File: src/rtl/fetch_unit.sv
// fetch_unit: two-phase instruction fetch sequencer.
//
// Each instruction is two ROM bytes. In FETCH the first byte is captured into
// the fetch register ({instr, oprnd}) and pc steps forward. In EXEC the
// second byte is presented combinationally as program_byte, and decode may
// request a jump (load_pc) or a sequential step (inc_pc). The block only
// advances on cycles where enable=1 and rom_ready=1; otherwise all state holds.
//
// Ports:
//   clock        in   system clock, rising-edge
//   reset        in   synchronous active-high reset
//   enable       in   run/halt
//   rom_data     in   [7:0] ROM byte at address pc
//   rom_ready    in   rom_data valid this cycle
//   load_pc      in   jump request (EXEC only)
//   inc_pc       in   pc increment request (EXEC only)
//   pc           out  [11:0] program counter / ROM address
//   instr        out  [3:0] opcode nibble of fetch register
//   oprnd        out  [3:0] operand nibble of fetch register
//   program_byte out  [7:0] second instruction byte (= rom_data)
//   address_ram  out  [11:0] {oprnd, program_byte}
//   phase        out  0 in FETCH, 1 in EXEC
//   stall        out  enable & ~rom_ready
//   retire       out  one-cycle pulse after each EXEC advance
//   instr_count  out  [15:0] completed-instruction counter
module fetch_unit (
    input  logic        clock,
    input  logic        reset,
    input  logic        enable,
    input  logic [7:0]  rom_data,
    input  logic        rom_ready,
    input  logic        load_pc,
    input  logic        inc_pc,
    output logic [11:0] pc,
    output logic [3:0]  instr,
    output logic [3:0]  oprnd,
    output logic [7:0]  program_byte,
    output logic [11:0] address_ram,
    output logic        phase,
    output logic        stall,
    output logic        retire,
    output logic [15:0] instr_count
);

    typedef enum logic [0:0] {
        StFetch = 1'b0,
        StExec  = 1'b1
    } state_e;

    state_e      state_q, state_d;
    logic [11:0] pc_q, pc_d;
    logic [7:0]  fetch_q, fetch_d;
    logic [15:0] count_q, count_d;
    logic        retire_q, retire_d;
    logic        advance;

    assign advance = enable & rom_ready;

    always_comb begin
        state_d  = state_q;
        pc_d     = pc_q;
        fetch_d  = fetch_q;
        count_d  = count_q;
        retire_d = 1'b0;
        if (advance) begin
            unique case (state_q)
                StFetch: begin
                    fetch_d = rom_data;
                    pc_d    = pc_q + 12'd1;
                    state_d = StExec;
                end
                StExec: begin
                    // Jump wins over increment when decode asserts both.
                    if (load_pc) begin
                        pc_d = {fetch_q[3:0], rom_data};
                    end else if (inc_pc) begin
                        pc_d = pc_q + 12'd1;
                    end
                    state_d  = StFetch;
                    retire_d = 1'b1;
                    count_d  = count_q + 16'd1;
                end
                default: state_d = StFetch;
            endcase
        end
    end

    always_ff @(posedge clock) begin
        if (reset) begin
            state_q  <= StFetch;
            pc_q     <= 12'h000;
            fetch_q  <= 8'h00;
            count_q  <= 16'h0000;
            retire_q <= 1'b0;
        end else begin
            state_q  <= state_d;
            pc_q     <= pc_d;
            fetch_q  <= fetch_d;
            count_q  <= count_d;
            retire_q <= retire_d;
        end
    end

    assign pc           = pc_q;
    assign instr        = fetch_q[7:4];
    assign oprnd        = fetch_q[3:0];
    assign program_byte = rom_data;
    assign address_ram  = {fetch_q[3:0], rom_data};
    assign phase        = state_q;
    assign stall        = enable & ~rom_ready;
    assign retire       = retire_q;
    assign instr_count  = count_q;

endmodule

File: config.mk
export PLATFORM = sky130hd
export DESIGN_NAME = fetch_unit
export DESIGN_NICKNAME = d
export VERILOG_FILES = /design/src/rtl/fetch_unit.sv
export SDC_FILE = /design/constraint.sdc
export NUM_CORES = 1
export LEC_CHECK = 0
export CORE_MARGIN = 3
export CORE_UTILIZATION = 40
export DETAILED_ROUTE_END_ITERATION = 8
export MAX_ROUTING_LAYER = met4
export PLACE_DENSITY = 0.86
export SYNTH_ARGS = -nofsm -noshare
export SYNTH_HDL_FRONTEND = slang
export SYNTH_SLANG_ARGS = --single-unit
File: constraint.sdc
create_clock -name clock -period 1.5 [get_ports clock]
set_input_delay 0.225 -clock clock [delete_from_list [all_inputs] [get_ports clock]]
set_output_delay 0.225 -clock clock [all_outputs]
set_load 0.01 [all_outputs]
Yosys cells after proc, flatten, opt, wreduce, memory -nomap -nowiden
Cells that the tools add are included.

Input port bits: 14. Register bits: 38. Output and inout bits: 59. Word-level logic and storage cells: 22.

Add/subtract/negate cells: 2. Bitwise logic cells: 5. Mux-type cells: 5. Reductions and logical operators: 4. Eq/ne operators: 1.

Operators by type and width (count): 12-bit two-way mux (2); 12-bit one-hot mux with 2 select lines (1); 16-bit by 1-bit adder with 16-bit output (second input constant) (1); 12-bit by 1-bit adder with 12-bit output (second input constant) (1); 2-bit AND reduction (3); 3-bit != test (second input constant) (1); 1-bit NOT (3); 1-bit bitwise AND (2); 1-bit one-hot mux with 2 select lines (1); 2-bit OR reduction (1); 1-bit two-way mux (1).

Depth between registers and ports, before layout
Gate-level depths: netlist of the first run.

Word-level depth: 4. Mapped depth: 7. Depth with buffers taken out: 5.

Worst setup path before layout of the first run
OpenSTA, ideal clock, no wires.

Kind: register to register. Start point: reg pc_q[0], in the netlist pc[0]. End point: reg pc_q[10], in the netlist pc[10]. Buffers on the path: 0. Data arrival time: 1.525 ns. Data required time: 1.367 ns. Period minus slack after synthesis: 1.658 ns. Setup slack: -0.158 ns. Library setup time: 0.133 ns. Cell stages (with the launch flop): 6. Cell sequence: dfxtp_1 -> ha_1 -> nand4_1 -> or4_1 -> o21ai_0 -> a211oi_1.

Longest elaborated chain between the ends: 4.

Ends and longest elaborated chain: from (decl) (RTL line 51) `logic [11:0] pc_q, pc_d;`; from (signal assigned) (RTL line 97) `pc_q <= pc_d;`; 12-bit by 1-bit adder with 12-bit output * (RTL line 69, 77); 12-bit two-way mux (RTL line 76) `end else if (inc_pc) begin`; 12-bit two-way mux (RTL line 74) `if (load_pc) begin`; 12-bit one-hot mux with 2 select lines * (RTL line 66) `unique case (state_q)`.

Every way passes the cells marked *; elsewhere a longest branch is shown, timed or not. The select of a mux whose other input is x is not followed. A chain may end at the register's enable or synchronous reset.

Worst setup path after layout of the first run
Start point: in rom_ready. End point: reg count_q[12], in the netlist instr_count[12].

Longest elaborated chain between the ends: 2.

Ends and longest elaborated chain: from (decl) (RTL line 31) `input logic rom_ready,`; 1-bit bitwise AND (RTL line 57) `assign advance = enable & rom_ready;`; 2-bit AND reduction (no line); to (signal assigned) (RTL line 99) `count_q <= count_d;`; to (decl) (RTL line 53) `logic [15:0] count_q, count_d;`.

No other way between the ends.

==> impl_metrics.py, run 1 <==
metrics = {
    "outcome": {
        "outcome": "completed",
    },
    "global_route": {
        "grt_max_degree": 15,
        "top_usage_layer": "met2",
        "grt_use_met3_pct": 5.164,
        "gr-total-overflow": 0,
        "grt_util_met1_pct": 24.41,
        "grt_pass1_wl_um": 10230,
        "grt_pass1_vias": 2197,
        "grt_use_total_pct": 21.78,
        "antenna_found_initial": 0,
        "grt.met2_usage_pct": 38.41,
    },
    "floorplanning": {
        "die_w_um": 76.72,
        "die_area_sq_mm": 0.005886,
        "start_util_pct": 41.80,
        "fp-row-count": 25,
        "io_pins": 73,
        "dieHeight_um": 76.72,
        "coreArea_sq_mm": 0.004786,
    },
    "logic_synthesis": {
        "synthCells": 254,
        "synthTopCellsByArea": "dfxtp_1 (38%), buf_4 (7.9%), nand2_1 (6.4%), a21oi_1 (6.0%), nor2_1 (4.7%)",
        "synth_seq_cells": 38,
        "syn_area_sq_mm": 0.002001,
        "postSynth.asyncResetShare_pct": 0,
        "syn_area_per_cell_sq_um": 7.877,
        "synth_top_area_share_pct": 38.02,
        "synth_flop_cell": "dfxtp_1",
        "synth-edff-count": 0,
        "yosysTopAreaCell": "dfxtp_1",
        "ys_types": 39,
        "synth_nets": 270,
        "ys_seq_area_share_pct": 38.02,
        "yosys_warnings": 0,
    },
    "run": {
        "maxCapViolCount": 0,
    },
    "placement": {
        "dp_slack_ns": -0.3359,
        "place.gp.congestion": 0.9261,
        "io_buffers": 72,
        "post-dp-hpwl_um": 4655,
    },
    "worst_setup_path": {
        "required_ns": 1.73,
        "regToRegStartpoint": "pc[0]",
        "cp-end-kind": "register",
        "worstSetupPathType": "in -> reg",
        "arrival_ns": 1.72,
        "startpoint_type": "input port",
        "crit_start": "rom_ready",
        "critPathMaxFanout": 3,
    },
    "sta": {
        "slew_viol_final": 0,
        "slew_headroom_pct": 78.62,
        "setup_ws_ns": 0.003696,
        "worstMarginPinSlew_ns": 0.3198,
        "setup_tns_ns": 0,
        "finalSetupViolations": 0,
        "hold_violations": 0,
        "finClkSkew_ns": 0.009363,
        "period_share_pct": 99.75,
        "max_freq_mhz": 668.3,
        "rsz0062_at_grt": "yes",
        "fin_crit_ns": 1.496,
    },
    "drt": {
        "remaining_drc_errors": 0,
        "drt_iter0_markers": 166,
        "firstDrtPassIters": 4,
        "ant_nets": 0,
        "wl_per_cell_um": 14.47,
        "routed_wl_um": 6064,
        "viasPerCell": 5.270,
        "vias": 2208,
    },
    "clock_network": {
        "clk_pin_slew_ns": 0.08,
        "cts_sinks": 38,
        "root_buffer": "clkbuf_8",
        "clkLatencyLatePin_ns": 0.29,
        "cts_max_level": 2,
        "cts_made_buffers": 5,
        "hold_buffers": 0,
        "cts_tree": "yes",
        "cts.path.max_buffers": 2,
    },
    "worst_hold_path": {
        "worstHoldStart": "fetch_q[5]",
        "hp-class": "reg -> reg",
    },
    "layout": {
        "fin_nets": 367,
        "finish.utilization_pct": 65.93,
        "fillCellCount": 407,
        "area_growth_pct": 57.72,
        "antenna_cells": 0,
        "drive_above_1_share_pct": 24.15,
    },
    "power_and_ir_drop": {
        "irDropWorstVdd_mv": 0.4677,
        "leakage_nw": 1.422,
        "power_density_mw_per_mm2": 671.3,
    },
}
synthesized netlist by cell type (2+ instances only):
master    instances
nor2_1           25
buf_4            21
nor2b_1           3
mux2_2            2
buf_1             2
and4_1            4
ha_1              2
nor4_1            5
nand4_1          10
buf_2             2
nand3_1          14
and2_1            2
mux2i_1           2
xor2_1            6
and3_1            5
a211oi_1          4
or4_1             2
nor3b_1           2
nor3_1            3
nand2_1          34
or2_2             2
inv_1             2
dfxtp_1          38
clkbuf_1          8
xnor2_1           5
a21oi_1          24
o31ai_1           4
o21ai_0          10
worst paths after layout:
| check | end | slack, ns | cells after the start |
|---|---|---|---|
| setup / recovery | instr_count[12] | 0.004 | 5 |
| hold / removal | fetch_q[5] | 0.46 | 2 |
| setup reg to reg | pc[10] | 0.04 | 5 |
| hold reg to reg | fetch_q[5] | 0.46 | 2 |
area by class of cell:
| cell class | count | area [sq um] | share of cell area, % |
|---|---|---|---|
| timing repair buffer | 123 | 1111 | 35.21 |
| multi-input combinational | 181 | 1080 | 34.22 |
| sequential | 38 | 782.0 | 24.78 |
| inverter | 2 | 7.507 | 0.2379 |
| tap | 67 | 83.83 | 2.657 |
| clock buffer | 7 | 86.33 | 2.736 |
| clock inverter | 1 | 5.005 | 0.1586 |
cells in the final DEF, fill, tap and decap left out, drive strengths merged, types with 10 or more instances in the layout:
cell type	count
buf	51
nand2	34
dfxtp	38
dlygate4sd2	28
a21oi	25
o21ai	10
clkdlybuf4s50	32
nand3	14
dlymetal6s2s	12
nor2	25
nand4	10
power breakdown:
group          switching (mW)  internal [mW]  leakage, nW
combinational           0.160          0.175         1.06
sequential             0.0198           1.03        0.314
clock                   0.364          0.371       0.0482
worst max-delay path, stage by stage:
cell             delay, ns
clkdlybuf4s50_1       0.51
and4_1                0.22
nand2_1               0.08
or4_1                 0.53
a21oi_2               0.16
per-stage QoR:
stage | instance area, sq um | instances | power (mW) | hold WS [ns]
floorplan | 2019 | 254 | 1.231 | 0.3610
global placement | 3014 | 411 | 1.414 | 0.4422
detailed placement | 3014 | 411 | 1.424 | 0.4519
CTS | 3080 | 419 | 2.131 | 0.4635
global route | 3156 | 419 | 2.210 | 0.4892
finish | 3156 | 419 | 2.118 | 0.4599
registers in the layout, indices dropped and copies added (netlist names):
name	count
retire	1
pc	12
instr_count	16
phase	1
fetch_q	8
cell families (layout without fill, tap and decap cells):
group	Yosys count	in the layout	synth area share, %
adders and majority gates	2	2	1.251
DFF	38	38	38.02
AOI/OAI and AO/OA	52	52	15.70
xor gates and xnor gates	11	11	4.815
and+or+nand+nor	112	112	27.45
muxes	4	4	2.126
buffers and inverters	35	133	10.63
layer usage:
layer	vias to the layer above	wire length, um
li1	1079	-
met1	1023	2434
met2	90	3117
met3	16	401
met4	0	112
met5	-	0
timing repair:
action | 4_1_cts | 5_1_grt
resized for setup | 35 | 26
endpoints found under the setup margin | 33 | 34
buffers inserted | 0 | 0
pin swaps | 0 | 1
Power figures use the tool's default switching activity.
==> inputs of run 2 (changes only) <==
--- a/config.mk
+++ b/config.mk
@@ -5,7 +5,6 @@
 export SDC_FILE = /design/constraint.sdc
 export NUM_CORES = 1
 export LEC_CHECK = 0
-export CORE_MARGIN = 3
 export CORE_UTILIZATION = 40
 export DETAILED_ROUTE_END_ITERATION = 8
 export MAX_ROUTING_LAYER = met4
==> run 2 against run 1 <==
  * Cell count shrank 2.1%
  * Sequential share of layout area grew 0.51 points
  * Wire length shrank 3.0%
  * Critical path depth is 4 lower
  * Clock power barely moved
  * Sequential power barely moved
  * Global-route usage increased by 1.4 points
  * Design area down 1.4%
  * Highest routed layer unchanged
==> impl_metrics.py, run 2 (synthesis gave the netlist of run 1 again) <==
metrics = {
    "sta": {
        "setup_tns_ns": 0,
        "finClkSkew_ns": 0.007517,
        "setup_ws_ns": 0.01635,
        "finalSetupViolations": 0,
        "hold_violations": 0,
        "period_share_pct": 98.91,
        "worstMarginPinSlew_ns": 0.3451,
        "max_freq_mhz": 674.0,
        "fin_crit_ns": 1.484,
        "slew_headroom_pct": 76.78,
        "slew_viol_final": 0,
    },
    "power_and_ir_drop": {
        "power_mw": 2.109,
        "irDropWorstVdd_mv": 0.6036,
        "leakage_nw": 1.398,
        "power_density_mw_per_mm2": 677.9,
    },
    "drt": {
        "remaining_drc_errors": 0,
        "vias": 2193,
        "firstDrtPassIters": 4,
        "drt_iter0_markers": 172,
        "viasPerCell": 5.349,
        "ant_nets": 0,
        "routed_wl_um": 5882,
        "wl_per_cell_um": 14.35,
    },
    "worst_setup_path": {
        "critPathMaxFanout": 4,
        "worstSetupPathType": "reg -> out",
        "slowest_delay_ns": 0.57,
        "required_ns": 1.27,
        "startpoint_type": "register",
        "critical_path_buf_inv_count": 1,
        "r2r_slack_ns": 0.04,
        "path_delay_family": "buffers and inverters",
        "cp-end-kind": "output pin",
        "cp_cell_sequence": "clkdlybuf4s50_1",
        "arrival_ns": 1.26,
        "crit_path_top_delay_cell": "clkdlybuf4s50_1",
    },
    "global_route": {
        "grt_pass1_vias": 2026,
        "top_usage_layer": "met2",
        "grt_util_met1_pct": 24.44,
        "antenna_found_initial": 0,
        "grt_use_total_pct": 23.16,
        "grt_use_met3_pct": 4.696,
        "gr-total-overflow": 0,
        "grt.met2_usage_pct": 41.12,
        "grt_pass1_wl_um": 9149,
        "grt_max_degree": 36,
    },
    "run": {
        "maxCapViolCount": 0,
    },
    "layout": {
        "area_growth_pct": 55.53,
        "largest_register_ffs": 16,
        "regArea_sq_um": 787.0,
        "drive_above_1_share_pct": 22.45,
        "antenna_cells": 0,
        "fin_nets": 358,
        "final_cell_mix": "buf_4 (40), nand2_1 (33), clkdlybuf4s50_1 (33), nor2_1 (25)",
        "fin_cells": 410,
        "multi_input_area_sq_mm": 0.001074,
        "finish.utilization_pct": 65.45,
        "fillCellCount": 389,
        "mostFrequentLayoutCell": "buf_4",
    },
    "floorplanning": {
        "die_area_sq_mm": 0.005288,
        "io_pins": 73,
        "coreArea_sq_mm": 0.004755,
        "fp-row-count": 25,
        "dieHeight_um": 72.72,
        "start_util_pct": 42.08,
        "die_w_um": 72.72,
    },
    "clock_network": {
        "cts_made_buffers": 5,
        "cts_sinks": 38,
        "cts_max_level": 2,
        "cts_tree": "yes",
        "clk_pin_slew_ns": 0.07,
        "cts.path.max_buffers": 2,
        "root_buffer": "clkbuf_8",
        "hold_buffers": 0,
        "clkLatencyLatePin_ns": 0.30,
    },
    "placement": {
        "place.gp.congestion": 0.9529,
        "placed_cells": 401,
        "io_buffers": 72,
        "dp_slack_ns": -0.3436,
        "post-dp-hpwl_um": 4260,
    },
    "outcome": {
        "outcome": "completed",
    },
    "worst_hold_path": {
        "hp-class": "in -> reg",
    },
}
## run 2: report_power, final
group / internal [mW] / total, mW / switching [mW]
clock: 0.371 / 0.737 / 0.366
combinational: 0.167 / 0.321 / 0.154
sequential: 1.03 / 1.05 / 0.0227
total: 1.57 / 2.11 / 0.543
## run 2: final cells by class
class	instances	share of cell area, %
Clock buffer	7	2.774
Clock inverter	1	0.1608
Sequential cell	38	25.29
Multi-Input combinational cell	181	34.50
Tap cell	67	2.694
Timing Repair Buffer	114	34.34
Inverter	2	0.2413
## run 2: path summary, 6_finish.rpt
path	start	end	cells after the start
worst max register to register	pc[0]	pc[10]	5
worst max-delay path	instr_count[12]	instr_count[12]	1
worst min register to register	fetch_q[6]	fetch_q[6]	2
worst min-delay path	rom_ready	instr_count[2]	4
## run 2: repair_timing
action,in CTS,in global routing
setup endpoints to repair,34,31
resized for setup,36,26
setup buffers,0,1
pin swaps,0,2
gates cloned,0,0
## run 2: layer usage
metal / share of wire, % / wire (um)
met1: 39 / 2322
met2: 51 / 2991
met3: 7.7 / 454
met4: 1.9 / 114
met5: 0 / 0
## run 2: stage by stage
stage | hold slack, ns | instance area [sq um]
3_3_place_gp | 0.4409 | 2952
6_report | 0.3862 | 3112
2_1_floorplan | 0.3610 | 2019
5_1_grt | 0.4632 | 3112
4_1_cts | 0.4613 | 3035
3_5_place_dp | 0.4511 | 2952
